===== config.mk =====
export PLATFORM = sky130hd
export DESIGN_NAME = du_dump_sequencer
export DESIGN_NICKNAME = d
export VERILOG_FILES = /design/src/rtl/du_dump_sequencer.sv
export SDC_FILE = /design/constraint.sdc
export NUM_CORES = 1
export LEC_CHECK = 0
export BUFFER_PORTS_ARGS = -buffer_cell sky130_fd_sc_hd__buf_2
export CORE_AREA = 2 2 116 118
export DETAILED_ROUTE_END_ITERATION = 7
export DIE_AREA = 0 0 118 120
export HOLD_SLACK_MARGIN = 0.05
export MAX_ROUTING_LAYER = met4
export PLACE_DENSITY = 0.8
export SYNTH_ARGS = -nofsm -noshare
export SYNTH_HDL_FRONTEND = slang
export SYNTH_SLANG_ARGS = --single-unit

===== constraint.sdc =====
create_clock -name clk -period 4.5 [get_ports clk]
set_input_delay 0.9 -clock clk [delete_from_list [all_inputs] [get_ports clk]]
set_output_delay 0.9 -clock clk [all_outputs]
set_load 0.005 [all_outputs]

===== src/rtl/du_dump_sequencer.sv =====
// Debug-unit dump sequencer: streams PC, x0..x31 and a DMEM window over the UART, LSB first.
// Optional DUMP_CHECKSUM_EN appends one XOR byte over everything sent before DONE.
module du_dump_sequencer #(
    parameter int unsigned NB_PC           = 32,
    parameter int unsigned NB_REG          = 32,
    parameter int unsigned NB_DATA         = 32,
    parameter int unsigned NB_UART_DATA    = 8,
    parameter int unsigned NB_REGFILE_ADDR = 5,
    parameter int unsigned DMEM_ADDR_WIDTH = 10,
    parameter int unsigned RD_LAT          = 2
) (
    input  logic                       clk,
    input  logic                       i_rst,
    input  logic                       i_start,
    input  logic                       i_abort,
    input  logic [DMEM_ADDR_WIDTH-1:0] i_dmem_base,
    input  logic [DMEM_ADDR_WIDTH-1:0] i_dmem_words,
    input  logic [NB_PC-1:0]           i_pc,
    input  logic [NB_REG-1:0]          i_regfile_data,
    input  logic [NB_DATA-1:0]         i_dmem_data,
    input  logic                       i_tx_done,
    output logic                       o_regfile_rd,
    output logic [NB_REGFILE_ADDR-1:0] o_regfile_raddr,
    output logic                       o_dmem_ren,
    output logic [DMEM_ADDR_WIDTH-1:0] o_dmem_raddr,
    output logic [1:0]                 o_dmem_rsize,
    output logic                       o_tx_start,
    output logic [NB_UART_DATA-1:0]    o_tx_data,
    output logic                       o_busy,
    output logic                       o_done
);

    localparam int unsigned NB_ITEM    = 32;
    localparam int unsigned ITEM_BYTES = NB_ITEM / NB_UART_DATA;
    localparam int unsigned NB_WAIT    = (RD_LAT > 1) ? $clog2(RD_LAT) : 1;

    localparam logic [2:0]                 LAST_BYTE = 3'(ITEM_BYTES - 1);
    localparam logic [NB_WAIT-1:0]         WAIT_LAST = NB_WAIT'(RD_LAT - 1);
    localparam logic [DMEM_ADDR_WIDTH-1:0] ADDR_STEP = DMEM_ADDR_WIDTH'(4);
    localparam logic [DMEM_ADDR_WIDTH-1:0] ONE_WORD  = DMEM_ADDR_WIDTH'(1);

`ifdef DUMP_CHECKSUM_EN
    typedef enum logic [3:0] {
        StIdle, StLoadPc, StReq, StWait, StTxStart, StTxWait, StNext, StCksum, StDone
    } state_e;
    typedef enum logic [1:0] {PhPc, PhReg, PhDmem, PhCksum} phase_e;
    localparam state_e StFinish = StCksum;
`else
    typedef enum logic [3:0] {
        StIdle, StLoadPc, StReq, StWait, StTxStart, StTxWait, StNext, StDone
    } state_e;
    typedef enum logic [1:0] {PhPc, PhReg, PhDmem} phase_e;
    localparam state_e StFinish = StDone;
`endif

    state_e                       state_q, state_d;
    phase_e                       phase_q, phase_d;
    logic [NB_ITEM-1:0]           shift_q, shift_d;
    logic [2:0]                   byte_cnt_q, byte_cnt_d;
    logic [NB_WAIT-1:0]           wait_cnt_q, wait_cnt_d;
    logic [NB_REGFILE_ADDR-1:0]   reg_idx_q, reg_idx_d;
    logic [DMEM_ADDR_WIDTH-1:0]   cur_addr_q, cur_addr_d;
    logic [DMEM_ADDR_WIDTH-1:0]   words_q, words_d;
    logic [NB_PC-1:0]             pc_lat_q, pc_lat_d;
`ifdef DUMP_CHECKSUM_EN
    logic [NB_UART_DATA-1:0]      cksum_q, cksum_d;
`endif

    logic                         regfile_rd_d;
    logic [NB_REGFILE_ADDR-1:0]   regfile_raddr_d;
    logic                         dmem_ren_d;
    logic [DMEM_ADDR_WIDTH-1:0]   dmem_raddr_d;
    logic [1:0]                   dmem_rsize_d;
    logic                         tx_start_d;
    logic [NB_UART_DATA-1:0]      tx_data_d;
    logic                         busy_d;
    logic                         done_d;

    always_comb begin
        state_d    = state_q;
        phase_d    = phase_q;
        shift_d    = shift_q;
        byte_cnt_d = byte_cnt_q;
        wait_cnt_d = wait_cnt_q;
        reg_idx_d  = reg_idx_q;
        cur_addr_d = cur_addr_q;
        words_d    = words_q;
        pc_lat_d   = pc_lat_q;
`ifdef DUMP_CHECKSUM_EN
        cksum_d    = cksum_q;
`endif

        unique case (state_q)
            StIdle: begin
                if (i_start) begin
                    pc_lat_d   = i_pc;
                    cur_addr_d = i_dmem_base;
                    words_d    = i_dmem_words;
                    state_d    = StLoadPc;
                end
            end
            StLoadPc: begin
                shift_d    = NB_ITEM'(pc_lat_q);
                byte_cnt_d = '0;
                phase_d    = PhPc;
`ifdef DUMP_CHECKSUM_EN
                cksum_d    = '0;
`endif
                state_d    = StTxStart;
            end
            StReq: begin
                wait_cnt_d = '0;
                state_d    = StWait;
            end
            StWait: begin
                // Read data is only valid on the last of the RD_LAT wait cycles.
                if (wait_cnt_q == WAIT_LAST) begin
                    shift_d    = (phase_q == PhReg) ? NB_ITEM'(i_regfile_data)
                                                    : NB_ITEM'(i_dmem_data);
                    byte_cnt_d = '0;
                    state_d    = StTxStart;
                end else begin
                    wait_cnt_d = wait_cnt_q + 1'b1;
                end
            end
            StTxStart: begin
`ifdef DUMP_CHECKSUM_EN
                cksum_d = cksum_q ^ shift_q[NB_UART_DATA-1:0];
`endif
                state_d = StTxWait;
            end
            StTxWait: begin
                if (i_tx_done) begin
                    shift_d    = shift_q >> NB_UART_DATA;
                    byte_cnt_d = byte_cnt_q + 3'd1;
                    state_d    = (byte_cnt_q == LAST_BYTE) ? StNext : StTxStart;
                end
            end
            StNext: begin
                state_d = StReq;
                unique case (phase_q)
                    PhPc: begin
                        phase_d   = PhReg;
                        reg_idx_d = '0;
                    end
                    PhReg: begin
                        if (&reg_idx_q) begin
                            if (words_q != '0) begin
                                phase_d = PhDmem;
                            end else begin
                                state_d = StFinish;
                            end
                        end else begin
                            reg_idx_d = reg_idx_q + 1'b1;
                        end
                    end
                    PhDmem: begin
                        cur_addr_d = cur_addr_q + ADDR_STEP;
                        words_d    = words_q - ONE_WORD;
                        if (words_q == ONE_WORD) begin
                            state_d = StFinish;
                        end
                    end
`ifdef DUMP_CHECKSUM_EN
                    PhCksum: state_d = StDone;
`endif
                    default: state_d = StIdle;
                endcase
            end
`ifdef DUMP_CHECKSUM_EN
            StCksum: begin
                // Single-byte item: start the byte counter at its last slot.
                shift_d    = NB_ITEM'(cksum_q);
                byte_cnt_d = LAST_BYTE;
                phase_d    = PhCksum;
                state_d    = StTxStart;
            end
`endif
            StDone: state_d = StIdle;
            default: state_d = StIdle;
        endcase

        if (i_abort && (state_q != StIdle)) begin
            state_d = StIdle;
        end
    end

    // Outputs are registered copies of what the next state presents.
    always_comb begin
        regfile_rd_d    = (state_d == StReq) && (phase_d == PhReg);
        dmem_ren_d      = (state_d == StReq) && (phase_d == PhDmem);
        regfile_raddr_d = regfile_rd_d ? reg_idx_d : '0;
        dmem_raddr_d    = dmem_ren_d ? cur_addr_d : '0;
        dmem_rsize_d    = dmem_ren_d ? 2'b10 : 2'b00;
        tx_start_d      = (state_d == StTxStart);
        busy_d          = (state_d != StIdle);
        done_d          = (state_d == StDone);
        tx_data_d       = o_tx_data;
        if (tx_start_d) begin
            tx_data_d = shift_d[NB_UART_DATA-1:0];
        end else if (state_d == StIdle) begin
            tx_data_d = '0;
        end
    end

    always_ff @(posedge clk or posedge i_rst) begin
        if (i_rst) begin
            state_q         <= StIdle;
            phase_q         <= PhPc;
            shift_q         <= '0;
            byte_cnt_q      <= '0;
            wait_cnt_q      <= '0;
            reg_idx_q       <= '0;
            cur_addr_q      <= '0;
            words_q         <= '0;
            pc_lat_q        <= '0;
`ifdef DUMP_CHECKSUM_EN
            cksum_q         <= '0;
`endif
            o_regfile_rd    <= 1'b0;
            o_regfile_raddr <= '0;
            o_dmem_ren      <= 1'b0;
            o_dmem_raddr    <= '0;
            o_dmem_rsize    <= 2'b00;
            o_tx_start      <= 1'b0;
            o_tx_data       <= '0;
            o_busy          <= 1'b0;
            o_done          <= 1'b0;
        end else begin
            state_q         <= state_d;
            phase_q         <= phase_d;
            shift_q         <= shift_d;
            byte_cnt_q      <= byte_cnt_d;
            wait_cnt_q      <= wait_cnt_d;
            reg_idx_q       <= reg_idx_d;
            cur_addr_q      <= cur_addr_d;
            words_q         <= words_d;
            pc_lat_q        <= pc_lat_d;
`ifdef DUMP_CHECKSUM_EN
            cksum_q         <= cksum_d;
`endif
            o_regfile_rd    <= regfile_rd_d;
            o_regfile_raddr <= regfile_raddr_d;
            o_dmem_ren      <= dmem_ren_d;
            o_dmem_raddr    <= dmem_raddr_d;
            o_dmem_rsize    <= dmem_rsize_d;
            o_tx_start      <= tx_start_d;
            o_tx_data       <= tx_data_d;
            o_busy          <= busy_d;
            o_done          <= done_d;
        end
    end

endmodule


==> results.toml <==
[cells_and_area]
area_growth_pct = 21.8
fin_area_um2 = 7520
layout-drive-gt1-share = 0.258
fin_nets = 925
antenna_cells = 0
fill_cells = 1134

[floorplanning]
placementRows = 42
top_level_ports = 151
coreArea_um2 = 13000
die_height_um = 120
start_util = 0.475
die_w_um = 118
die_area_um2 = 14200

[sta]
slew_headroom = 0.341
fin_crit_sh = 0.604
min_period_ns = 2.72
hold_violations = 0
grt_setup_unrepaired = "no"
hold_ws_ns = 0.477
tightest_slew_ns = 0.989
fin_skew_ns = 0.00935
timing.fmax_mhz = 368
slew_violations = 0
setup_tns_ns = 0
setup_viol = 0

[route]
first_iter_violations = 462
route.detailed.drc = 0
num_vias = 5477
wire_per_inst_um = 16.1
first_pass_iters = 5
wirelength_mm = 15.9
vias_per_cell = 5.56
antenna_left = 0

[cts]
clkTransAtPathRegs_ns = 0.06
numCtsBuffers = 17
postCtsHoldBufs = 0
tritoncts = "built"
clock-sinks = 127
htree_num_levels = 4
clk_latency_ns = 0.41
post_cts_buffers = 0
clockBufferDepth = 2
ctsResizeCount = 0
cts-root-buf = "clkbuf_16"

[synth]
synth.avg_cell_area_um2 = 9.31
synth_edf_count = 0
ys_ff_latch = 127
ys_warn_count = 0
synth_ff_type = "dfrtp_1"
seq_area_frac_synth = 0.515
synth.distinct_cells = 62
synth_area_um2 = 6170
async_reset_ff_frac = 1.00
netlist_instances = 663

[worst_setup_path]
cp_data_required_time_ns = 4.83
r2r_end = "o_tx_data[2]$_DFFE_PP0P_"
rr_worst_depth = 5
crit_end = "o_tx_data[2]$_DFFE_PP0P_"
r2r_setup_slack_ns = 1.78
arrival_ns = 3.05
endpoint_kind = "flip-flop"
worst-path-max-fanout = 20
critPathLaunch = "state_q[1]$_DFF_PP0_"
worstSetupPathType = "flip-flop to flip-flop"
r2r-start = "state_q[1]$_DFF_PP0_"
critPathLaunchType = "flip-flop"

[run]
max-cap-violations = 0

[global_route]
grt_pass1_vias = 5235
grt_max_degree = 71
overflow = 0
track_usage = 0.238
antenna_found_initial = 0
grt_pass1_wl_mm = 26.1

[placed_design]
io_buffers = 149
hpwl_mm = 10.9
place_congestion = 0.833
postPlaceCellArea_um2 = 7000

[power_and_ir_drop]
p_leak_nw = 3.87
vdd_drop_max_mv = 0.273
powerDensity_nw_per_um2 = 408
fin_total_pwr_mw = 3.07

[hold_path]
hold_depth = 2
min_path_type = "flip-flop to flip-flop"

[outcome]
outcome = "complete, no violations"
==> cells in the final DEF (no fill, tap or decap), types with 10 or more instances in the layout <==
cell       count
a22o_1        11
a221o_1       11
buf_4         10
buf_2        149
a21oi_1       52
inv_1         17
a211oi_1      11
clkbuf_16     17
dfrtp_1      127
nand2_1      220
a221oi_1      16
o21ai_0       14
nor2_1        19
==> critical path, stage by stage (launching register included) <==
cell and delay (ns):
dfrtp_1 0.66, and4bb_1 0.82, a32oi_4 0.13, nand4_2 0.16
nor2b_1 0.71, o2bb2ai_2 0.15
==> where the power goes <==
group	internal, mW	switching, mW	total (mW)	leakage [nW]
logic	0.176	0.220	0.396	1.97
registers	1.33	0.134	1.47	1.65
clock network	0.737	0.469	1.21	0.259
==> cells in the mapped netlist (all sizes together), types with 12 or more instances <==
library cell / count / area (um^2)
dfrtp: 127 / 3180
nand2: 220 / 826
o21ai: 15 / 75.1
clkbuf: 20 / 75.1
o2bb2ai: 13 / 164
a221oi: 16 / 140
a211oi: 12 / 95.1
a21oi: 52 / 260
inv: 18 / 67.6
buf: 25 / 156
nor2: 19 / 71.3
==> worst min-delay path by stage <==
stage | start | endpoint | slack [ns]
after detailed placement | shift_q[17]$_DFFE_PP0P_ | shift_q[9]$_DFFE_PP0P_ | 0.46
after floorplan | shift_q[17]$_DFFE_PP0P_ | shift_q[9]$_DFFE_PP0P_ | 0.44
final | pc_lat_q[24]$_DFFE_PP0P_ | pc_lat_q[24]$_DFFE_PP0P_ | 0.48
after global routing | pc_lat_q[25]$_DFFE_PP0P_ | pc_lat_q[25]$_DFFE_PP0P_ | 0.49
after CTS | pc_lat_q[25]$_DFFE_PP0P_ | pc_lat_q[25]$_DFFE_PP0P_ | 0.48
after global placement | cur_addr_q[1]$_DFF_PP0_ | cur_addr_q[1]$_DFF_PP0_ | 0.45
==> cells by family after synthesis <==
logic type,count (synthesis),synth area share
mux,4,0.00710
xor+xnor,1,0.00142
simple gates,307,0.223
fa+ha+maj,7,0.0142
other cells,1,0.000608
buf+inv,63,0.0485
compound gates,153,0.190
flops,127,0.515
==> stage by stage <==
stage,setup WS (ns),utilization,std cells
after floorplan,0.216,-,664
after global placement,1.58,0.539,954
after detailed placement,1.59,0.539,954
after CTS,1.79,0.579,985
after global routing,1.58,0.579,985
final,1.78,0.579,985
==> state kept, by name, indices dropped and copies added (netlist names), 5 cells and up <==
name	cells
reg_idx_q	5
shift_q	32
o_regfile_raddr	5
words_q	10
pc_lat_q	32
o_dmem_raddr	10
o_tx_data	8
cur_addr_q	10
==> routing by layer <==
layer / share of wire / up-vias / GRT usage
met2: 0.48 / 221 / 0.370
met5: 0 / - / -
met3: 0.066 / 22 / 0.0504
li1: - / 2579 / -
met4: 0.017 / 0 / 0.0753
met1: 0.44 / 2655 / 0.316
==> area by class of cell <==
| cell class | count | area [um^2] | area share |
|---|---|---|---|
| Sequential cell | 127 | 3180 | 0.423 |
| Multi-Input combinational cell | 474 | 2710 | 0.360 |
| Timing Repair Buffer | 159 | 821 | 0.109 |
| Clock buffer | 24 | 482 | 0.0641 |
| Tap cell | 176 | 220 | 0.0293 |
| Inverter | 18 | 70.1 | 0.00932 |
| Clock inverter | 7 | 37.5 | 0.00499 |
(Power assumes the default switching activity.)
